**src/rtl/cond_exec_stage_if.sv**
```systemverilog
// cond_exec_stage_if
//   Bundles the decode-to-execute control bus of cond_exec_stage.
//   master : hazard/decode side. It drives Stall, Flush, the D-stage controls
//            and ALUFlags, and it observes the E-stage outputs.
//   slave  : cond_exec_stage.
//   Signals: Stall, Flush, RegWD, MemWD, MemToRegD, ALUSrcD, PCSD,
//            FlagWD[1:0], ALUControlD[3:0], CondD[3:0], ALUFlags[3:0] ->
//            RegWE, MemWE, PCSrcE, MemToRegE, ALUSrcE, ALUControlE[3:0],
//            CondExE, FlagsE[3:0]
//            SquashCnt[CNT_W-1:0] exists only when COND_SQUASH_CNT_EN is defined.
interface cond_exec_stage_if #(
    parameter int CNT_W = 16
) ();
    logic       Stall;
    logic       Flush;
    logic       RegWD;
    logic       MemWD;
    logic       MemToRegD;
    logic       ALUSrcD;
    logic       PCSD;
    logic [1:0] FlagWD;
    logic [3:0] ALUControlD;
    logic [3:0] CondD;
    logic [3:0] ALUFlags;

    logic       RegWE;
    logic       MemWE;
    logic       PCSrcE;
    logic       MemToRegE;
    logic       ALUSrcE;
    logic [3:0] ALUControlE;
    logic       CondExE;
    logic [3:0] FlagsE;
`ifdef COND_SQUASH_CNT_EN
    logic [CNT_W-1:0] SquashCnt;
`else
    // CNT_W only sizes the optional counter.
    if (CNT_W < 1) begin : g_cnt_w_unused
    end
`endif

    modport master (
        output Stall, Flush, RegWD, MemWD, MemToRegD, ALUSrcD, PCSD,
               FlagWD, ALUControlD, CondD, ALUFlags,
        input  RegWE, MemWE, PCSrcE, MemToRegE, ALUSrcE, ALUControlE,
               CondExE, FlagsE
`ifdef COND_SQUASH_CNT_EN
        , input SquashCnt
`endif
    );

    modport slave (
        input  Stall, Flush, RegWD, MemWD, MemToRegD, ALUSrcD, PCSD,
               FlagWD, ALUControlD, CondD, ALUFlags,
        output RegWE, MemWE, PCSrcE, MemToRegE, ALUSrcE, ALUControlE,
               CondExE, FlagsE
`ifdef COND_SQUASH_CNT_EN
        , output SquashCnt
`endif
    );
endinterface

```
**src/rtl/cond_exec_stage.sv**
```systemverilog
// cond_exec_stage
//   ARM-style execute-stage pipeline register with conditional execution.
//   It latches the decode controls into E, evaluates the condition field
//   against the NZCV flag register, gates the write and branch strobes, and
//   updates the flags when a passing instruction requests it.
//   Ports: CLK  - clock. All state changes on the rising edge.
//          RST  - synchronous, active-high reset.
//          bus  - cond_exec_stage_if.slave, which carries the controls, the
//                 flags and the E outputs.
//   Optional: define COND_SQUASH_CNT_EN to add SquashCnt, a saturating count
//             of valid instructions whose condition failed.
module cond_exec_stage #(
    parameter int CNT_W = 16
) (
    input logic            CLK,
    input logic            RST,
    cond_exec_stage_if.slave bus
);
    logic       rege, meme, memtorege, alusrce, pcse, valide;
    logic [1:0] flagwe;
    logic [3:0] alucontrole, conde;
    logic [3:0] flags;
    logic       condex;
    logic       n, z, c, v;

    assign {n, z, c, v} = flags;

    // A bubble is loaded with CondE = AL, so CondExE reads 1 while the stage is empty.
    always_ff @(posedge CLK) begin
        if (RST || bus.Flush) begin
            rege        <= 1'b0;
            meme        <= 1'b0;
            memtorege   <= 1'b0;
            alusrce     <= 1'b0;
            pcse        <= 1'b0;
            flagwe      <= '0;
            alucontrole <= '0;
            conde       <= 4'b1110;
            valide      <= 1'b0;
        end else if (!bus.Stall) begin
            rege        <= bus.RegWD;
            meme        <= bus.MemWD;
            memtorege   <= bus.MemToRegD;
            alusrce     <= bus.ALUSrcD;
            pcse        <= bus.PCSD;
            flagwe      <= bus.FlagWD;
            alucontrole <= bus.ALUControlD;
            conde       <= bus.CondD;
            valide      <= 1'b1;
        end
    end

    always_comb begin
        condex = 1'b0;
        unique case (conde)
            4'b0000: condex = z;
            4'b0001: condex = !z;
            4'b0010: condex = c;
            4'b0011: condex = !c;
            4'b0100: condex = n;
            4'b0101: condex = !n;
            4'b0110: condex = v;
            4'b0111: condex = !v;
            4'b1000: condex = c & !z;
            4'b1001: condex = !c | z;
            4'b1010: condex = (n == v);
            4'b1011: condex = (n != v);
            4'b1100: condex = !z & (n == v);
            4'b1101: condex = z | (n != v);
            4'b1110: condex = 1'b1;
            default: condex = 1'b0;
        endcase
    end

    // The flags are written by the instruction currently in E. Flush does not
    // cancel that write, because only the incoming instruction is bubbled.
    always_ff @(posedge CLK) begin
        if (RST) begin
            flags <= '0;
        end else if (!bus.Stall) begin
            if (flagwe[1] && condex) flags[3:2] <= bus.ALUFlags[3:2];
            if (flagwe[0] && condex) flags[1:0] <= bus.ALUFlags[1:0];
        end
    end

    assign bus.RegWE       = rege & condex;
    assign bus.MemWE       = meme & condex;
    assign bus.PCSrcE      = pcse & condex;
    assign bus.MemToRegE   = memtorege;
    assign bus.ALUSrcE     = alusrce;
    assign bus.ALUControlE = alucontrole;
    assign bus.CondExE     = condex;
    assign bus.FlagsE      = flags;

`ifdef COND_SQUASH_CNT_EN
    logic [CNT_W-1:0] squashcnt;

    always_ff @(posedge CLK) begin
        if (RST) begin
            squashcnt <= '0;
        end else if (valide && !condex && !bus.Stall && squashcnt != '1) begin
            squashcnt <= squashcnt + 1'b1;
        end
    end

    assign bus.SquashCnt = squashcnt;
`else
    // valide and CNT_W are only consumed by the optional counter.
    logic unused_valide;
    assign unused_valide = valide;
    if (CNT_W < 1) begin : g_cnt_w_unused
    end
`endif
endmodule

```
**src/flat_wrapper.sv**
```systemverilog
// flat-port wrapper written by rule: the top's interface ports become plain ports
module cond_exec_stage_flat 
#(
    parameter int CNT_W = 16
)
  (CLK, RST, bus_Stall, bus_Flush, bus_RegWD, bus_MemWD, bus_MemToRegD, bus_ALUSrcD, bus_PCSD, bus_FlagWD, bus_ALUControlD, bus_CondD, bus_ALUFlags, bus_RegWE, bus_MemWE, bus_PCSrcE, bus_MemToRegE, bus_ALUSrcE, bus_ALUControlE, bus_CondExE, bus_FlagsE);
  cond_exec_stage_if #(.CNT_W(CNT_W)) bus_i ();
  input logic CLK;
  input logic RST;
  input wire logic [$bits(bus_i.Stall)-1:0] bus_Stall;
  input wire logic [$bits(bus_i.Flush)-1:0] bus_Flush;
  input wire logic [$bits(bus_i.RegWD)-1:0] bus_RegWD;
  input wire logic [$bits(bus_i.MemWD)-1:0] bus_MemWD;
  input wire logic [$bits(bus_i.MemToRegD)-1:0] bus_MemToRegD;
  input wire logic [$bits(bus_i.ALUSrcD)-1:0] bus_ALUSrcD;
  input wire logic [$bits(bus_i.PCSD)-1:0] bus_PCSD;
  input wire logic [$bits(bus_i.FlagWD)-1:0] bus_FlagWD;
  input wire logic [$bits(bus_i.ALUControlD)-1:0] bus_ALUControlD;
  input wire logic [$bits(bus_i.CondD)-1:0] bus_CondD;
  input wire logic [$bits(bus_i.ALUFlags)-1:0] bus_ALUFlags;
  output wire logic [$bits(bus_i.RegWE)-1:0] bus_RegWE;
  output wire logic [$bits(bus_i.MemWE)-1:0] bus_MemWE;
  output wire logic [$bits(bus_i.PCSrcE)-1:0] bus_PCSrcE;
  output wire logic [$bits(bus_i.MemToRegE)-1:0] bus_MemToRegE;
  output wire logic [$bits(bus_i.ALUSrcE)-1:0] bus_ALUSrcE;
  output wire logic [$bits(bus_i.ALUControlE)-1:0] bus_ALUControlE;
  output wire logic [$bits(bus_i.CondExE)-1:0] bus_CondExE;
  output wire logic [$bits(bus_i.FlagsE)-1:0] bus_FlagsE;
  assign bus_i.Stall = bus_Stall;
  assign bus_i.Flush = bus_Flush;
  assign bus_i.RegWD = bus_RegWD;
  assign bus_i.MemWD = bus_MemWD;
  assign bus_i.MemToRegD = bus_MemToRegD;
  assign bus_i.ALUSrcD = bus_ALUSrcD;
  assign bus_i.PCSD = bus_PCSD;
  assign bus_i.FlagWD = bus_FlagWD;
  assign bus_i.ALUControlD = bus_ALUControlD;
  assign bus_i.CondD = bus_CondD;
  assign bus_i.ALUFlags = bus_ALUFlags;
  assign bus_RegWE = bus_i.RegWE;
  assign bus_MemWE = bus_i.MemWE;
  assign bus_PCSrcE = bus_i.PCSrcE;
  assign bus_MemToRegE = bus_i.MemToRegE;
  assign bus_ALUSrcE = bus_i.ALUSrcE;
  assign bus_ALUControlE = bus_i.ALUControlE;
  assign bus_CondExE = bus_i.CondExE;
  assign bus_FlagsE = bus_i.FlagsE;
  cond_exec_stage #(.CNT_W(CNT_W)) u_core (.CLK(CLK), .RST(RST), .bus(bus_i));
endmodule
```
**config.mk**
```make
export PLATFORM = sky130hd
export DESIGN_NAME = cond_exec_stage_flat
export DESIGN_NICKNAME = d
export VERILOG_FILES = /design/src/rtl/cond_exec_stage_if.sv /design/src/rtl/cond_exec_stage.sv /design/src/flat_wrapper.sv
export SDC_FILE = /design/constraint.sdc
export NUM_CORES = 1
export LEC_CHECK = 0
export CAP_MARGIN = 20
export CORE_MARGIN = 2
export CORE_UTILIZATION = 43
export DETAILED_ROUTE_END_ITERATION = 10
export HOLD_SLACK_MARGIN = 0.02
export PLACE_DENSITY = 0.78
export SLEW_MARGIN = 30
export SYNTH_ARGS = -nofsm -noshare
export SYNTH_HDL_FRONTEND = slang
export SYNTH_SLANG_ARGS = --single-unit
export TNS_END_PERCENT = 20
```
**constraint.sdc**
```tcl
create_clock -name CLK -period 1.8 [get_ports CLK]
set_input_delay 0.36 -clock CLK [delete_from_list [all_inputs] [get_ports CLK]]
set_output_delay 0.36 -clock CLK [all_outputs]
set_load 0.05 [all_outputs]
```
==> flow_metrics.env <==
export IMPL_synth_async_reset_ratio_pct=0
export IMPL_arrival_ns=1.83
export IMPL_grt_met3_usage_pct=4.02
export IMPL_cts_root_buf="clkbuf_4"
export IMPL_antennaDiodeCount=0
export IMPL_critPathMaxFanout=4
export IMPL_hold_viol_final=0
export IMPL_post_dp_hpwl_mm=1.74
export IMPL_synth_avg_cell_area_um2=9.76
export IMPL_fp_dieH_um=52.1
export IMPL_syn2layout_area_growth_pct=56.4
export IMPL_required_ns=1.44
export IMPL_wl_per_cell_um=12.6
export IMPL_end_kind="output pin"
export IMPL_cp_top_family="flip-flops"
export IMPL_cts_clk_slew_worst_paths_ns=0.10
export IMPL_switching_share_pct=27.6
export IMPL_fp_coreArea_um2=2190
export IMPL_cpMaxStageDelayCell="dfxtp_4"
export IMPL_initial_core_util_pct=45.5
export IMPL_seq_area_frac_synth_pct=38.2
export IMPL_hold_path_class="flip-flop to flip-flop"
export IMPL_p_comb_share_pct=25.2
export IMPL_via_count=855
export IMPL_rrSetupSlack_ns=0.12
export IMPL_synthTopCellsByCount="22 x mux2i_1, 19 x dfxtp_1, 15 x nor2_1"
export IMPL_final_cell_count_no_fill=173
export IMPL_grt_util_all_layers_pct=19.2
export IMPL_grt_pass1_wl_mm=3.82
export IMPL_power_leakage_nw=0.685
export IMPL_max_slew_worst_pin_slew_ns=0.258
export IMPL_drc_errors=0
export IMPL_cp_cell_sequence="xor2_4 > o2bb2ai_2 > mux2i_2 > nor2_4 > buf_12 > nor2b_4 > buf_12"
export IMPL_hold_depth=2
export IMPL_ys_warn_count=0
export IMPL_syn_num_nets=125
export IMPL_hold_end="u_core.bus.ALUControlE[2]$_SDFFE_PP0N_"
export IMPL_cts_hold_repair_buffers=0
export IMPL_worst_slack_ns=-0.392
export IMPL_min_from="u_core.bus.ALUControlE[2]$_SDFFE_PP0N_"
export IMPL_p_int_uw=636
export IMPL_place_area_um2=1500
export IMPL_design_area_um2=1560
export IMPL_seqPwrFrac_pct=50.3
export IMPL_slew_violations=0
export IMPL_place_ws_ns=-0.147
export IMPL_rsz0062_at_grt="true"
export IMPL_holdWs_ns=0.506
export IMPL_numCtsBuffers=3
export IMPL_grt_overflow=0
export IMPL_synth_top_area_share_pct=38.2
export IMPL_grt_max_degree=18
export IMPL_violations="setup timing"
export IMPL_p_per_area_nw_per_um2=563
export IMPL_drt_initial_drc_count=13
export IMPL_routed_wl_mm=2.17
export IMPL_drive_above_1_share_pct=35.9
export IMPL_clockBufferDepth=2
export IMPL_regArea_um2=400
export IMPL_drt_pass1_iter_count=4
export IMPL_synth_largest_area_cell="dfxtp_1"
export IMPL_ys_types=27
export IMPL_fmax_ghz=0.456
export IMPL_rows=17
export IMPL_grtUsageMet2_pct=33.5
export IMPL_setup_violations_final=4
export IMPL_ys_seq_elements=19
export IMPL_fillers=169
export IMPL_dieWidth_um=52.1
export IMPL_first_global_vias=856
export IMPL_worst_path_most_repeated_cell="buf_12"
export IMPL_top_usage_layer="met2"
export IMPL_ff2ff_path_depth=6
export IMPL_vias_per_cell=4.94
export IMPL_syn_inst=102
export IMPL_antenna_found_initial=0
export IMPL_r2r_end="u_core.bus.FlagsE[1]$_SDFFE_PP0P_"
export IMPL_yosys_top_cells_area="dfxtp_1 38%, mux2i_1 22%, nor2_1 5.7%"
export IMPL_io_buffers=36
export IMPL_antenna_left=0
export IMPL_post_layout_total_power_uw=878
export IMPL_netlist_area_um2=996
export IMPL_synth_edff_count=0
export IMPL_crit_buf_inv=2
export IMPL_gp_congestion=0.860
export IMPL_nNetsFinal=169
export IMPL_max_slew_margin_pct=82.5
export IMPL_ios=37
export IMPL_max_stage_delay_ns=0.38
export IMPL_p_clk_share_pct=24.5
export IMPL_maxCapViolations=0
export IMPL_path_class="flip-flop to output pin"
export IMPL_outcome="finished with violations"
export IMPL_final_setup_skew_ns=0.00205
export IMPL_cts_tree="yes"
export IMPL_dpl_cell_count=169
export IMPL_dieArea_um2=2720
export IMPL_synth_ff_type="dfxtp_1"
export IMPL_period_minus_slack_ns=2.19
export IMPL_yosysMostFrequentCell="mux2i_1"
export IMPL_peakVddDrop_mv=0.419
export IMPL_startpoint_type="flip-flop"
export IMPL_multiInputGateArea_um2=622
export IMPL_clock_sinks=19
export IMPL_period_share_pct=122
export IMPL_met1_usage_pct=21.8
export IMPL_p_sw_uw=242
export IMPL_timing_rr_start="u_core.conde[2]$_SDFFE_PP1N_"
export IMPL_cts_max_level=1
export IMPL_clkLatencyLatePin_ns=0.30
==> power groups by stage <==
stage / sequential [mW] / combinational [mW] / clock (mW)
after floorplan: 0.466 / 0.105 / 0
after global placement: 0.451 / 0.217 / 0
after detailed placement: 0.452 / 0.221 / 0
after CTS: 0.441 / 0.222 / 0.224
after global routing: 0.444 / 0.236 / 0.244
final: 0.441 / 0.221 / 0.215
==> worst max path at each step <==
stage / cells after the start / start / slack [ns] / end
after floorplan: 5 / u_core.bus.FlagsE[3]$_SDFFE_PP0P_ / -0.16 / bus_CondExE
after global placement: 7 / u_core.conde[0]$_SDFFE_PP0N_ / -0.1 / bus_RegWE
after detailed placement: 7 / u_core.conde[3]$_SDFFE_PP1N_ / -0.15 / bus_MemWE
after CTS: 7 / u_core.bus.FlagsE[3]$_SDFFE_PP0P_ / -0.41 / bus_MemWE
after global routing: 7 / u_core.conde[3]$_SDFFE_PP1N_ / -0.48 / bus_MemWE
final: 7 / u_core.bus.FlagsE[3]$_SDFFE_PP0P_ / -0.39 / bus_MemWE
==> metal layers <==
| layer | share of wire [%] | wire length (um) | vias to the layer above |
|---|---|---|---|
| met4 | 1.7 | 38 | 0 |
| met1 | 41 | 894 | 392 |
| li1 | - | - | 435 |
| met3 | 4.7 | 101 | 5 |
| met2 | 52 | 1140 | 23 |
| met5 | 0 | 0 | - |
==> layout make-up <==
type	count	area share, %
timing repair buffer	46	30.0
tap	28	2.25
clock buffer	4	1.69
inverter	1	0.482
multi-input combinational	75	39.9
sequential	19	25.7
==> through the flow <==
stage | TNS [ns] | utilization [%]
2_1_floorplan | -0.616 | -
3_5_place_dp | -0.514 | 68.5
5_1_grt | -1.89 | 71.1
4_1_cts | -1.57 | 70.4
6_report | -1.53 | 71.1
3_3_place_gp | -0.344 | 68.5
==> logic make-up after synthesis <==
logic type      Yosys count  synth area share (%)
simple gates             45                  25.9
mux                      24                  25.0
flops                    19                  38.2
buf+inv                   8                  4.90
compound gates            5                  5.15
xor+xnor                  1                 0.880
==> repair_timing <==
action	in CTS	in global routing
resized for setup	6	2
endpoints found under the setup margin	4	4
setup buffers	0	0
pin swaps	1	1
==> registers in the layout (all words and copies together), names as in the netlist <==
register and count:
u_core.bus.ALUControlE 4, u_core.bus.ALUSrcE 1, u_core.bus.FlagsE 4, u_core.bus.MemToRegE 1, u_core.conde 4, u_core.flagwe 2
u_core.meme 1, u_core.pcse 1, u_core.rege 1
==> cell usage in the layout (no fill, tap or decap), types with 3 or more instances in the layout <==
| cell type | Yosys | final |
|---|---|---|
| buf_12 | 0 | 5 |
| buf_4 | 0 | 18 |
| clkbuf_4 | 0 | 3 |
| clkdlybuf4s50_1 | 0 | 22 |
| dfxtp_1 | 19 | 11 |
| dfxtp_2 | 0 | 4 |
| dfxtp_4 | 0 | 4 |
| mux2i_1 | 22 | 22 |
| nand2_1 | 4 | 4 |
| nand2b_1 | 8 | 8 |
| nor2_1 | 15 | 14 |
| nor2b_1 | 7 | 4 |
| nor2b_4 | 0 | 3 |
==> tightest hold or removal path: stages (launching register included) <==
cell,delay [ns]
dfxtp_1,0.34
mux2i_1,0.07
nor2_1,0.07
(Power assumes the default switching activity.)
